File: src/rtl/dld_pkg.sv
// Shared types and helpers for the serial-in/parallel-out word loader.
// Holds the FSM state enum, default frame width and counter-width helper.
package dld_pkg;

  typedef enum logic [1:0] {
    IDLE  = 2'd0,
    SHIFT = 2'd1,
    PAR   = 2'd2
  } state_t;

  localparam int DEF_WIDTH = 3;

  function automatic int cnt_w(input int w);
    return (w < 2) ? 1 : $clog2(w);
  endfunction

endpackage

File: src/rtl/sipo_word_loader_if.sv
// Serial source / word sink bundle for sipo_word_loader.
// master: drives start, ser_in, bit_vld; slave: drives word_out, load_en, busy, parity_err.
interface sipo_word_loader_if
  import dld_pkg::*;
#(
  parameter int WIDTH = DEF_WIDTH
);

  logic             start;
  logic             ser_in;
  logic             bit_vld;
  logic [WIDTH-1:0] word_out;
  logic             load_en;
  logic             busy;
  logic             parity_err;

  modport master (
    output start, ser_in, bit_vld,
    input  word_out, load_en, busy, parity_err
  );

  modport slave (
    input  start, ser_in, bit_vld,
    output word_out, load_en, busy, parity_err
  );

endinterface

File: src/rtl/sipo_word_loader_bit_counter.sv
// bit_counter: up-counter with clear, enable and terminal-count flag.
// Ports: i_clk, i_rst_n (async low), i_clr, i_en, o_tc (count == LIMIT-1).
module bit_counter #(
  parameter int LIMIT = 3,
  parameter int CW    = 2
) (
  input  logic i_clk,
  input  logic i_rst_n,
  input  logic i_clr,
  input  logic i_en,
  output logic o_tc
);

  logic [CW-1:0] r_count;
  logic          w_tc;

  assign w_tc = (r_count == CW'(LIMIT - 1));
  assign o_tc = w_tc;

  // Clear beats enable; the terminal count wraps straight back to 0.
  always_ff @(posedge i_clk or negedge i_rst_n) begin
    if (!i_rst_n) begin
      r_count <= '0;
    end else if (i_clr) begin
      r_count <= '0;
    end else if (i_en) begin
      r_count <= w_tc ? '0 : r_count + 1'b1;
    end
  end

endmodule

File: src/rtl/sipo_word_loader.sv
// Assembles WIDTH serial bits into a word and strobes load_en for one cycle.
// Ports: clk, reset (async low), bus (slave modport). Option: PARITY_CHECK_EN.
module sipo_word_loader
  import dld_pkg::*;
#(
  parameter int WIDTH     = DEF_WIDTH,
  parameter bit MSB_FIRST = 1'b1
) (
  input  logic                clk,
  input  logic                reset,
  sipo_word_loader_if.slave   bus
);

  localparam int CW = cnt_w(WIDTH);

  state_t           r_state;
  logic [WIDTH-1:0] r_shift;
  logic [WIDTH-1:0] r_word;
  logic             r_load;
  logic             r_busy;
  logic [WIDTH-1:0] w_shift_nxt;
  logic             w_tc;
  logic             w_cnt_en;

  always_comb begin
    w_shift_nxt = r_shift;
    if (MSB_FIRST) begin
      w_shift_nxt = {r_shift[WIDTH-2:0], bus.ser_in};
    end else begin
      w_shift_nxt = {bus.ser_in, r_shift[WIDTH-1:1]};
    end
  end

  assign w_cnt_en = (r_state == SHIFT)
                  & bus.bit_vld & ~bus.start;

  bit_counter #(
    .LIMIT (WIDTH),
    .CW    (CW)
  ) u_cnt (
    .i_clk   (clk),
    .i_rst_n (reset),
    .i_clr   (bus.start),
    .i_en    (w_cnt_en),
    .o_tc    (w_tc)
  );

`ifdef PARITY_CHECK_EN
  logic r_perr;
  assign bus.parity_err = r_perr;
`else
  assign bus.parity_err = 1'b0;
`endif

  assign bus.word_out = r_word;
  assign bus.load_en  = r_load;
  assign bus.busy     = r_busy;

  always_ff @(posedge clk or negedge reset) begin
    if (!reset) begin
      r_state <= IDLE;
      r_shift <= '0;
      r_word  <= '0;
      r_load  <= 1'b0;
      r_busy  <= 1'b0;
`ifdef PARITY_CHECK_EN
      r_perr  <= 1'b0;
`endif
    end else begin
      r_load <= 1'b0;
`ifdef PARITY_CHECK_EN
      r_perr <= 1'b0;
`endif
      case (r_state)
        IDLE: begin
          if (bus.start) begin
            r_state <= SHIFT;
            r_shift <= '0;
            r_busy  <= 1'b1;
          end
        end
        SHIFT: begin
          // A restart outranks a simultaneous final bit.
          if (bus.start) begin
            r_shift <= '0;
          end else if (bus.bit_vld) begin
            r_shift <= w_shift_nxt;
            if (w_tc) begin
`ifdef PARITY_CHECK_EN
              r_state <= PAR;
`else
              r_word  <= w_shift_nxt;
              r_load  <= 1'b1;
              r_state <= IDLE;
              r_busy  <= 1'b0;
`endif
            end
          end
        end
`ifdef PARITY_CHECK_EN
        PAR: begin
          if (bus.start) begin
            r_shift <= '0;
            r_state <= SHIFT;
          end else if (bus.bit_vld) begin
            // Even parity: the extra bit equals the XOR of the data bits.
            if (bus.ser_in == ^r_shift) begin
              r_word <= r_shift;
              r_load <= 1'b1;
            end else begin
              r_perr <= 1'b1;
            end
            r_state <= IDLE;
            r_busy  <= 1'b0;
          end
        end
`endif
        default: begin
          r_state <= IDLE;
          r_busy  <= 1'b0;
        end
      endcase
    end
  end

endmodule

File: src/flat_wrapper.sv
// flat-port wrapper written by rule: the top's interface ports become plain ports
module sipo_word_loader_flat import dld_pkg::*;
#(
  parameter int WIDTH     = DEF_WIDTH,
  parameter bit MSB_FIRST = 1'b1
)
  (clk, reset, bus_start, bus_ser_in, bus_bit_vld, bus_word_out, bus_load_en, bus_busy, bus_parity_err);
  sipo_word_loader_if #(.WIDTH(WIDTH)) bus_i ();
  input  logic clk;
  input  logic reset;
  input wire logic [$bits(bus_i.start)-1:0] bus_start;
  input wire logic [$bits(bus_i.ser_in)-1:0] bus_ser_in;
  input wire logic [$bits(bus_i.bit_vld)-1:0] bus_bit_vld;
  output wire logic [$bits(bus_i.word_out)-1:0] bus_word_out;
  output wire logic [$bits(bus_i.load_en)-1:0] bus_load_en;
  output wire logic [$bits(bus_i.busy)-1:0] bus_busy;
  output wire logic [$bits(bus_i.parity_err)-1:0] bus_parity_err;
  assign bus_i.start = bus_start;
  assign bus_i.ser_in = bus_ser_in;
  assign bus_i.bit_vld = bus_bit_vld;
  assign bus_word_out = bus_i.word_out;
  assign bus_load_en = bus_i.load_en;
  assign bus_busy = bus_i.busy;
  assign bus_parity_err = bus_i.parity_err;
  sipo_word_loader #(.WIDTH(WIDTH), .MSB_FIRST(MSB_FIRST)) u_core (.clk(clk), .reset(reset), .bus(bus_i));
endmodule
File: config.mk
export PLATFORM = sky130hd
export DESIGN_NAME = sipo_word_loader_flat
export DESIGN_NICKNAME = d
export VERILOG_FILES = /design/src/rtl/dld_pkg.sv /design/src/rtl/sipo_word_loader_if.sv /design/src/rtl/sipo_word_loader_bit_counter.sv /design/src/rtl/sipo_word_loader.sv /design/src/flat_wrapper.sv
export SDC_FILE = /design/constraint.sdc
export NUM_CORES = 1
export LEC_CHECK = 0
export ABC_AREA = 0
export BUFFER_PORTS_ARGS = -buffer_cell sky130_fd_sc_hd__clkbuf_2
export CORE_AREA = 2 2 39 41
export CTS_CLUSTER_SIZE = 8
export DETAILED_ROUTE_END_ITERATION = 10
export DIE_AREA = 0 0 41 43
export HOLD_SLACK_MARGIN = 0.15
export SYNTH_ARGS = -nofsm -noshare
export SYNTH_HDL_FRONTEND = slang
export SYNTH_SLANG_ARGS = --single-unit
File: constraint.sdc
create_clock -name clk -period 4.05 [get_ports clk]
set_input_delay 1.215 -clock clk [delete_from_list [all_inputs] [get_ports clk]]
set_output_delay 1.215 -clock clk [all_outputs]
set_load 0.02 [all_outputs]
Yosys cells after proc, flatten, opt, wreduce, memory -nomap -nowiden
Cells that the tools add are included.

operators by class
  equality and inequality tests = 7
  reductions and logical operators = 6
  add/subtract/negate cells = 1
  divide/modulo/power cells = 0
  shift operators = 0
  multiplexer cells = 21
  multiply operators = 0
  bitwise gates (word level) = 3
  order comparisons = 0

operators by type and width
  operator             count
  $mux 2               10
  $mux 1               8
  $ne 2x2->1 const B   4
  $pmux 2 s2           2
  $reduce_and 4->1     2
  $reduce_bool 2->1    2
  $ne 3x3->1 const B   1
  $reduce_and 3->1     1
  $add 2x1->2 const B  1
  $and 1x1->1          2
  $eq 2x1->1 const B   1
  $eq 2x2->1 const B   1
  $logic_not 2->1      1
  $pmux 1 s2           1
  $not 1->1            1

storage, ports and cells
  logic and storage cells = 44
  memories = 0
  bits in writable memories = 0
  output and inout port bits = 6
  flip-flop bits (word level) = 11
  bits of input ports = 5
  bits in latches = 0
  ROM bits = 0

Depth between registers and ports, before layout
Gate-level depths: netlist of the first run.

  word-level depth = 5
  mapped depth = 3
  depth with buffers taken out = 3

Hierarchy
Synthesis of the first run repeated with hierarchy kept, for this count alone.

second synthesis, totals
  cells, all modules = 32
  area total of the unflattened synthesis = 415.4 µm²

by module, submodules not included
  module            cells an instance  area each (µm²)  times used
  sipo_word_loader  23                 320.3            1
  bit_counter       9                  95.1             1

Worst setup path after synthesis of the first run
Ideal clock, no wire load.

  path kind = input port to flip-flop
  start = input port bus_bit_vld
  end = register u_core.r_word[0], in the netlist u_core.bus.word_out[0]
  library setup time = 125 ps
  data arrival time = 1,966 ps
  stages = 3
  slack = 1,960 ps
  buffers on the path = 0
  data required time = 3,925 ps
  cell sequence = nand2_2 > nor4b_4 > mux2_2

on the way
  longest elaborated chain between the ends = 1

RTL lines
  element                     line                    source
  start, declared             flat_wrapper.sv:13      input wire logic [$bits(bus_i.bit_vld)-1:0] bus_bit_vld;
  $reduce_and 4->1 (no line)  -
  end signal, assigned        sipo_word_loader.sv:92  r_word <= w_shift_nxt;
  end, declared               sipo_word_loader.sv:18  logic [WIDTH-1:0] r_word;

No other way between the ends.
A chain may end at the register's enable or synchronous reset.

==> results of run 1 <==
-- metal layers --
layer / vias up / global-route usage / share of wire / routed length, µm
met5: - / 0 / 0 / 0
li1: 124 / - / - / -
met2: 13 / 0.134 / 0.52 / 326
met3: 0 / 0.0314 / 0.090 / 57
met4: 0 / 0.0800 / 0 / 0
met1: 133 / 0.111 / 0.39 / 249
-- synthesized netlist by cell type, drive strengths merged --
cell	instances	area (µm²)
nand4b	1	8.76
mux2	3	33.8
dfrtp	9	225
nand2	5	21.3
buf	1	7.51
or3	1	7.51
a21oi	4	20.0
conb	1	3.75
nor2	2	7.51
nor4b	1	23.8
nand3	2	10.0
-- area by class of cell --
cell class	instances	area (µm²)	share of cell area
multi-input cells	20	136	0.301
clock buffers	4	26.3	0.0580
repair buffers	9	45.0	0.0994
well taps	16	20.0	0.0442
flip-flops and latches	9	225	0.497
-- where the power goes --
part	internal, mW	switching (mW)
clock	0.0379	0.0299
sequential	0.0963	0.00470
combinational	0.0100	0.0150
total	0.144	0.0496
-- final timing paths --
| check | endpoint | slack, ns |
|---|---|---|
| worst max-delay path | bus_busy | 1.93 |
| max in group asynchronous | u_core.bus.word_out[2]$_DFFE_PN0P_ | 3.07 |
| worst min-delay path | u_core.bus.word_out[2]$_DFFE_PN0P_ | 0.51 |
| worst min register to register | u_core.bus.word_out[2]$_DFFE_PN0P_ | 0.51 |
| min in group asynchronous | u_core.r_shift[0]$_DFFE_PN0P_ | 0.80 |
| worst max register to register | u_core.bus.word_out[0]$_DFFE_PN0P_ | 2.60 |
-- kinds of logic after synthesis --
logic type,synth area share
AOI/OAI and AO/OA,0.0542
buffers and inverters,0.0203
DFF,0.610
muxes,0.0915
other,0.0102
and+or+nand+nor,0.214
-- registers in the layout, summed over array words and instances (netlist names) --
signal and count:
u_core.bus.word_out 3, u_core.r_shift 2, u_core.u_cnt.r_count 2, u_core.bus.load_en 1
u_core.r_state 1
-- layout by cell type, fill, tap and decap left out --
cell	Yosys	routed
clkbuf_2	0	9
dfrtp_1	9	9
nand2_1	4	4
a21oi_1	4	4
mux2_2	3	3
clkbuf_4	0	3
nor2_1	2	2
nand3_1	2	2
nand2_2	1	1
nor4b_4	1	1
nand4b_1	1	1
or3_2	1	1
conb_1	1	1
clkbuf_1	0	1
-- metrics by stage --
stage	instance area [µm²]	std cells	hold slack, ns	power [mW]	util
after floorplan	369	30	0.479	0.117	-
after global placement	427	54	0.493	0.127	0.308
after detailed placement	427	54	0.499	0.128	0.308
after CTS	453	58	0.516	0.197	0.327
after global routing	453	58	0.539	0.207	0.327
final	453	58	0.507	0.194	0.327
==> summary.md, run 1 <==
| Metric | Value |
|---|---|
| Largest net degree at the start of global routing | 10 |
| DR vias | between 200 and 300 |
| Resized cells post-CTS | 0 |
| DRT Pass-1 Iters | 4 |
| Dpl hpwl | roughly 480 µm |
| Die width | 41 µm |
| DRC | 0 |
| Critical path type | reg -> out |
| GR Overflow Total | 0 |
| Setup ws final | 1.93 ns |
| GPL Wtd Cong | about 0.8 |
| Core area | ~1400 µm² |
| Hold Crit Start | u_core.bus.word_out[2]$_DFFE_PN0P_ |
| Worst reg2reg startpoint | u_core.r_state[0]$_DFFE_PN0P_ |
| Clock latency at the later pin of the worst-skew pair | 0.25 ns |
| Syn_area_per_cell | ~12 µm² |
| CTS tree | built |
| Antenna violations before repair | 0 |
| Max cap viols | 0 |
| Yosys reg bits | 9 |
| Count of cell types in the netlist | 12 |
| Outcome | complete, no violations |
| Die Area | approximately 1800 µm² |
| Crit Path Max Fanout | 6 |
| Post-Route WL | 633 µm |
| WP data required | 2.83 ns |
| Element type at the critical path end | output port |
| Crit path buf inv count | 1 |
| Number of global-route vias before repair | approximately 260 |
| RSZ-0062 raised after global routing | false |
| Hold depth | 1 |
| Global-route wire length before repair | 1060 µm |
| Top Ports | 11 |
| Worst reg-to-reg path cell count | 3 |
| Mapped Cells | 30 |
| Seq/Total Area, Yosys | 0.610 |
| Synthesized net count | 35 |
| Count of final max-slew check failures | 0 |
| Synth warnings | 0 |
| Area delta synth->final | 22.7% |
| Leak Pwr | 0.214 nW |
| Initial Util | 0.267 |
| Die height | 43 µm |
| Layout fillers | 135 |
| Critical Path Source | u_core.r_state[0]$_DFFE_PN0P_ |
| # Post-CTS Setup Buffers | 0 |
| Crit-path max cell delay | 0.44 ns |
| Final setup viols | 0 |
| Iter 0 DRT Violations | 3 |
| Fin. Hold Viols | 0 |
| CP cell instances | clkbuf_2 |
| Worst slack at placement | ~1.7 ns |
| Share of cells above drive strength 1 | 0.429 |
| Crit share post-route | 0.523 |
| Synthesized area | approximately 370 µm² |
| Critical Path Start Type | flop |
| Clock sink count | 9 |
| H-tree levels | 1 |
| Critical Path AT | around 0.9 ns |
| Num CTS Buffers | 3 |
| Routed length per instance | between 10 and 15 µm |
| Clk_skew | 0.000957 ns |
| Hold Path Class | reg -> reg |
| Post-CTS Hold Fix Bufs | 0 |
| Fin Setup TNS | 0 ns |
| Period minus WS final | 2.12 ns |
| Stages on the worst setup path | 1 |
| Total track usage | 0.0957 |
| Vias per cell | approximately 4.7 |
| P per Cell Area | 428 nW/µm² |
| Slowest CP cell | dfrtp_1 |
| Final-stage net count | 48 |
| Clk buf depth | 2 |
| Cell Rows | 14 |
| VDD IR max | approximately 0.00017 V |
| Peak Freq | 472 MHz |
| IO Port Bufs | 9 |
| Antenna Nets Post-Route | 0 |
| CTS clk-pin slew, worst paths | roughly 0.060 ns |
| Kind of cell adding the most delay to the critical path | flip-flops |
| Antenna cells | 0 |
| Clock root buffer | clkbuf_4 |
Power figures use the tool's default switching activity.
==> run 2: changes to the inputs <==
==> constraint.sdc (replaced) <==
create_clock -name clk -period 2.1 [get_ports clk]
set_input_delay 0.63 -clock clk [delete_from_list [all_inputs] [get_ports clk]]
set_output_delay 0.63 -clock clk [all_outputs]
set_load 0.02 [all_outputs]
==> run 2 against run 1 <==
Net effect: sequential cell count unchanged; first-iteration DRC count decreased by 33%; setup slack got worse by 1.4 ns; clock-buffer cell count unchanged; critical path depth unchanged; critical path type unchanged.
==> summary.md, run 2 (synthesized netlist as in run 1, its figures left out) <==
| Metric | Value |
|---|---|
| Outcome | complete, no violations |
| Worst reg2reg startpoint | u_core.r_state[0]$_DFFE_PN0P_ |
| Crit Path Max Fanout | 6 |
| Clk_skew | between 0.0003 and 0.0004 ns |
| CP cell instances | clkbuf_2 |
| Count of final max-slew check failures | 0 |
| H-tree levels | 1 |
| DRC | 0 |
| CTS tree | built |
| Max reg flops | 3 |
| Resized cells post-CTS | 0 |
| Die width | 41 µm |
| Fin. Hold Viols | 0 |
| CTS clk-pin slew, worst paths | 0.06 ns |
| Peak Freq | 653 MHz |
| Global-route track usage on met2 | 0.138 |
| Kind of cell adding the most delay to the critical path | flip-flops |
| IO Port Bufs | 9 |
| RR Endpoint | u_core.bus.word_out[1]$_DFFE_PN0P_ |
| Post-CTS Hold Fix Bufs | 0 |
| Clk buf depth | 2 |
| # Post-CTS Setup Buffers | 0 |
| Busiest metal layer after global routing | met2 |
| Clock root buffer | clkbuf_4 |
| Final-stage net count | 48 |
| Cell Rows | 14 |
| Worst reg-to-reg path cell count | 3 |
| Initial Util | 0.267 |
| Period minus WS final | 1.53 ns |
| Clock sink count | 9 |
| Share of cells above drive strength 1 | 0.429 |
| P per Cell Area | approximately 800 nW/µm² |
| Top Ports | 11 |
| Critical path type | reg -> out |
| Total track usage | 0.0998 |
| Antenna cells | 0 |
| Most frequent cells in the layout | 9 x clkbuf_2, 9 x dfrtp_1, 4 x nand2_1, 4 x a21oi_1 |
| Antenna violations before repair | 0 |
| Num CTS Buffers | 3 |
| Number of global-route vias before repair | 257 |
| Element type at the critical path end | output port |
| Critical Path AT | around 0.9 ns |
| Die Area | 1760 µm² |
| Routed length per instance | ~11 µm |
| GR Overflow Total | 0 |
| Largest net degree at the start of global routing | 10 |
| GRT met3 Usage | 0.0314 |
| Hold Path Class | in -> async |
| Final setup viols | 0 |
| Max cap viols | 0 |
| Iter 0 DRT Violations | 2 |
| Design Power | 0.373 mW |
| VDD IR max | 0.000339 V |
| Antenna Nets Post-Route | 0 |
| Area delta synth->final | 22.7% |
| Slowest CP cell | dfrtp_1 |
| Die height | 43 µm |
| Crit path buf inv count | 1 |
| Clock latency at the later pin of the worst-skew pair | 0.25 ns |
| Dpl hpwl | ~470 µm |
| Crit share post-route | 0.729 |
| GPL Wtd Cong | 0.761 |
| DR vias | 263 |
| GR Util met1 | 0.121 |
| Global-route wire length before repair | approximately 1100 µm |
| WP data required | 1.47 ns |
| Crit-path max cell delay | around 0.44 ns |
| Min Hold Slack | between 0.2 and 0.25 ns |
| DRT Pass-1 Iters | 2 |
| R2R Setup Slk | 0.65 ns |
| Post-Route WL | approximately 670 µm |
| Critical Path Start Type | flop |
| Core area | 1380 µm² |
| Leak Pwr | 0.214 nW |
| Fin Setup TNS | 0 ns |
| Vias per cell | ~4.5 |
| RSZ-0062 raised after global routing | false |
[run 2: report_power, final]
group / internal [mW] / switching (mW)
Sequential: 0.186 / 0.00898
Combinational: 0.0193 / 0.0292
Clock: 0.0730 / 0.0570
[run 2: cell type report]
type                    count  area [µm²]
repair buffers              9        45.0
well taps                  16        20.0
flip-flops and latches      9         225
fillers                   157         931
multi-input cells          20         136
clock buffers               4        26.3
[run 2: how the worst max path moves through the flow]
stage                                   from                            endpoint  cells past startpoint
2_1_floorplan                    bus_bit_vld  u_core.bus.word_out[0]$_DFFE_PN0P_                      3
3_3_place_gp                     bus_bit_vld  u_core.bus.word_out[1]$_DFFE_PN0P_                      4
3_5_place_dp                     bus_bit_vld  u_core.bus.word_out[1]$_DFFE_PN0P_                      4
4_1_cts        u_core.r_state[0]$_DFFE_PN0P_                            bus_busy                      1
5_1_grt        u_core.r_state[0]$_DFFE_PN0P_                            bus_busy                      1
6_report       u_core.r_state[0]$_DFFE_PN0P_                            bus_busy                      1
[run 2: metrics by stage]
step / std cells / worst slack [ns] / utilization / instance area, µm²
final: 58 / 0.568 / 0.327 / 453
after global routing: 58 / 0.511 / 0.327 / 453
after CTS: 58 / 0.553 / 0.327 / 453
after detailed placement: 54 / 0.348 / 0.308 / 427
after global placement: 54 / 0.363 / 0.308 / 427
after floorplan: 30 / 0.595 / - / 369
[run 2: routing by layer]
metal / vias up / share of wire
li1: 127 / -
met1: 125 / 0.42
met2: 9 / 0.52
met3: 2 / 0.060
met4: 0 / 0.0060
met5: - / 0
==> run 3: changes to the inputs <==
==> constraint.sdc (replaced) <==
create_clock -name clk -period 1.6 [get_ports clk]
set_input_delay 0.48 -clock clk [delete_from_list [all_inputs] [get_ports clk]]
set_output_delay 0.48 -clock clk [all_outputs]
set_load 0.02 [all_outputs]
==> run 3 against run 2 <==
Net effect: global-route usage fell by 0.42 points; sequential cell count did not move; total power rose by 34%; wire length fell by 0.60%; clock-buffer cell count did not move; hold slack improved by 0.24 ns; core utilization rose by 2.4 points; highest routed layer unchanged; clock skew barely moved.
==> summary.md, run 3 (synthesized netlist as in run 1, its figures left out) <==
| Metric | Value |
|---|---|
| Worst reg-to-reg path cell count | 3 |
| Max cap viols | 0 |
| VDD IR max | 0.000522 V |
| Global-route wire length before repair | 1090 µm |
| H-tree levels | 1 |
| Initial Util | 0.267 |
| Clk_skew | 0.000303 ns |
| Total track usage | 0.0956 |
| Worst slack at placement | 0.0882 ns |
| Iter 0 DRT Violations | 3 |
| RSZ-0062 raised after global routing | false |
| DR vias | 280 |
| Post-Route WL | 661 µm |
| Hold Crit Start | bus_start |
| RR Endpoint | u_core.bus.word_out[0]$_DFFE_PN0P_ |
| Max reg flops | 3 |
| GPL Wtd Cong | 0.755 |
| WP data required | 1.74 ns |
| Period minus WS final | around 1.4 ns |
| IO Port Bufs | 9 |
| Clk buf depth | 2 |
| Core area | 1380 µm² |
| Vias per cell | 4.52 |
| Clock sink count | 9 |
| Placed Cells | 57 |
| Antenna cells | 0 |
| Min Hold Slack | approximately 0.46 ns |
| DRT Pass-1 Iters | 4 |
| Resized cells post-CTS | 0 |
| Fin. Hold Viols | 0 |
| Num CTS Buffers | 3 |
| Most frequent cells in the layout | 9 x clkbuf_2, 9 x dfrtp_1, 4 x nand2_1, 4 x a21oi_1 |
| Share of cells above drive strength 1 | 0.457 |
| Element type at the critical path end | flop |
| Worst setup path endpoint | u_core.bus.word_out[0]$_DFFE_PN0P_ |
| Cell Rows | 14 |
| Critical Path AT | between 1.5 and 2 ns |
| Worst reg2reg startpoint | u_core.r_state[0]$_DFFE_PN0P_ |
| Post-route cell area | between 400 and 500 µm² |
| # Post-CTS Setup Buffers | 0 |
| Die Area | about 1800 µm² |
| Outcome | complete, no violations |
| Routed length per instance | 10.7 µm |
| Clock root buffer | clkbuf_4 |
| Count of final max-slew check failures | 0 |
| Antenna Nets Post-Route | 0 |
| Fin Setup TNS | 0 ns |
| Final Non-Filler Cells | 62 |
| Setup ws final | 0.220 ns |
| Number of global-route vias before repair | roughly 270 |
| Critical Path Start Type | flop |
| CTS tree | built |
| Crit Path Max Fanout | 6 |
| Crit share post-route | 0.863 |
| CTS clk-pin slew, worst paths | 0.06 ns |
| Area delta synth->final | 31.5% |
| Fin util | 0.351 |
| Die height | 43 µm |
| Post-DP Area | 449 µm² |
| Top Ports | 11 |
| Design Power | 0.502 mW |
| Hold Path Class | in -> reg |
| GR Overflow Total | 0 |
| Largest net degree at the start of global routing | 10 |
| P per Cell Area | between 1000 and 1500 nW/µm² |
| Antenna violations before repair | 0 |
| DRC | 0 |
| Peak Freq | 725 MHz |
| Critical path type | reg -> reg |
| Final setup viols | 0 |
| R2R Setup Slk | 0.22 ns |
| Dpl hpwl | 516 µm |
| Leak Pwr | 0.233 nW |
| Die width | 41 µm |
| Critical Path Source | u_core.r_state[0]$_DFFE_PN0P_ |
| Final-stage net count | 52 |
| Clock latency at the later pin of the worst-skew pair | roughly 0.26 ns |
| Post-CTS Hold Fix Bufs | 1 |
## run 3: metal layers
layer | global-route usage | wire length (µm) | up-vias | part of all wire
met5 | 0 | 0 | - | 0
met4 | 0.0800 | 4 | 0 | 0.0061
met3 | 0.0157 | 29 | 2 | 0.044
met2 | 0.144 | 358 | 9 | 0.54
met1 | 0.111 | 269 | 133 | 0.41
li1 | - | - | 136 | -
## run 3: worst min-delay path by stage
stage                                                    end  depth (start not counted)
after detailed placement  u_core.bus.word_out[0]$_DFFE_PN0P_                          1
after floorplan                 u_core.bus.load_en$_DFF_PN0_                          0
after CTS                       u_core.bus.load_en$_DFF_PN0_                          2
final                           u_core.bus.load_en$_DFF_PN0_                          2
after global placement    u_core.bus.word_out[0]$_DFFE_PN0P_                          1
after global routing            u_core.bus.load_en$_DFF_PN0_                          2
## run 3: cell type report
cell class	count	area (µm²)
sequential	9	225
tap	16	20.0
fill	144	898
clock buffer	4	26.3
timing repair buffer	13	77.6
multi-input combinational	20	136
## run 3: worst max-delay path, cell delays in order (launching register included)
cell and delay (ns):
dfrtp_1 0.43, nand2_2 0.11, nor4b_4 0.35, mux2_2 0.38
## run 3: power breakdown
| group | switching, mW | total (mW) | internal [mW] |
|---|---|---|---|
| Sequential | 0.0114 | 0.255 | 0.244 |
| Combinational | 0.0406 | 0.0726 | 0.0320 |
| Clock | 0.0781 | 0.174 | 0.0960 |
| Total | 0.130 | 0.502 | 0.372 |
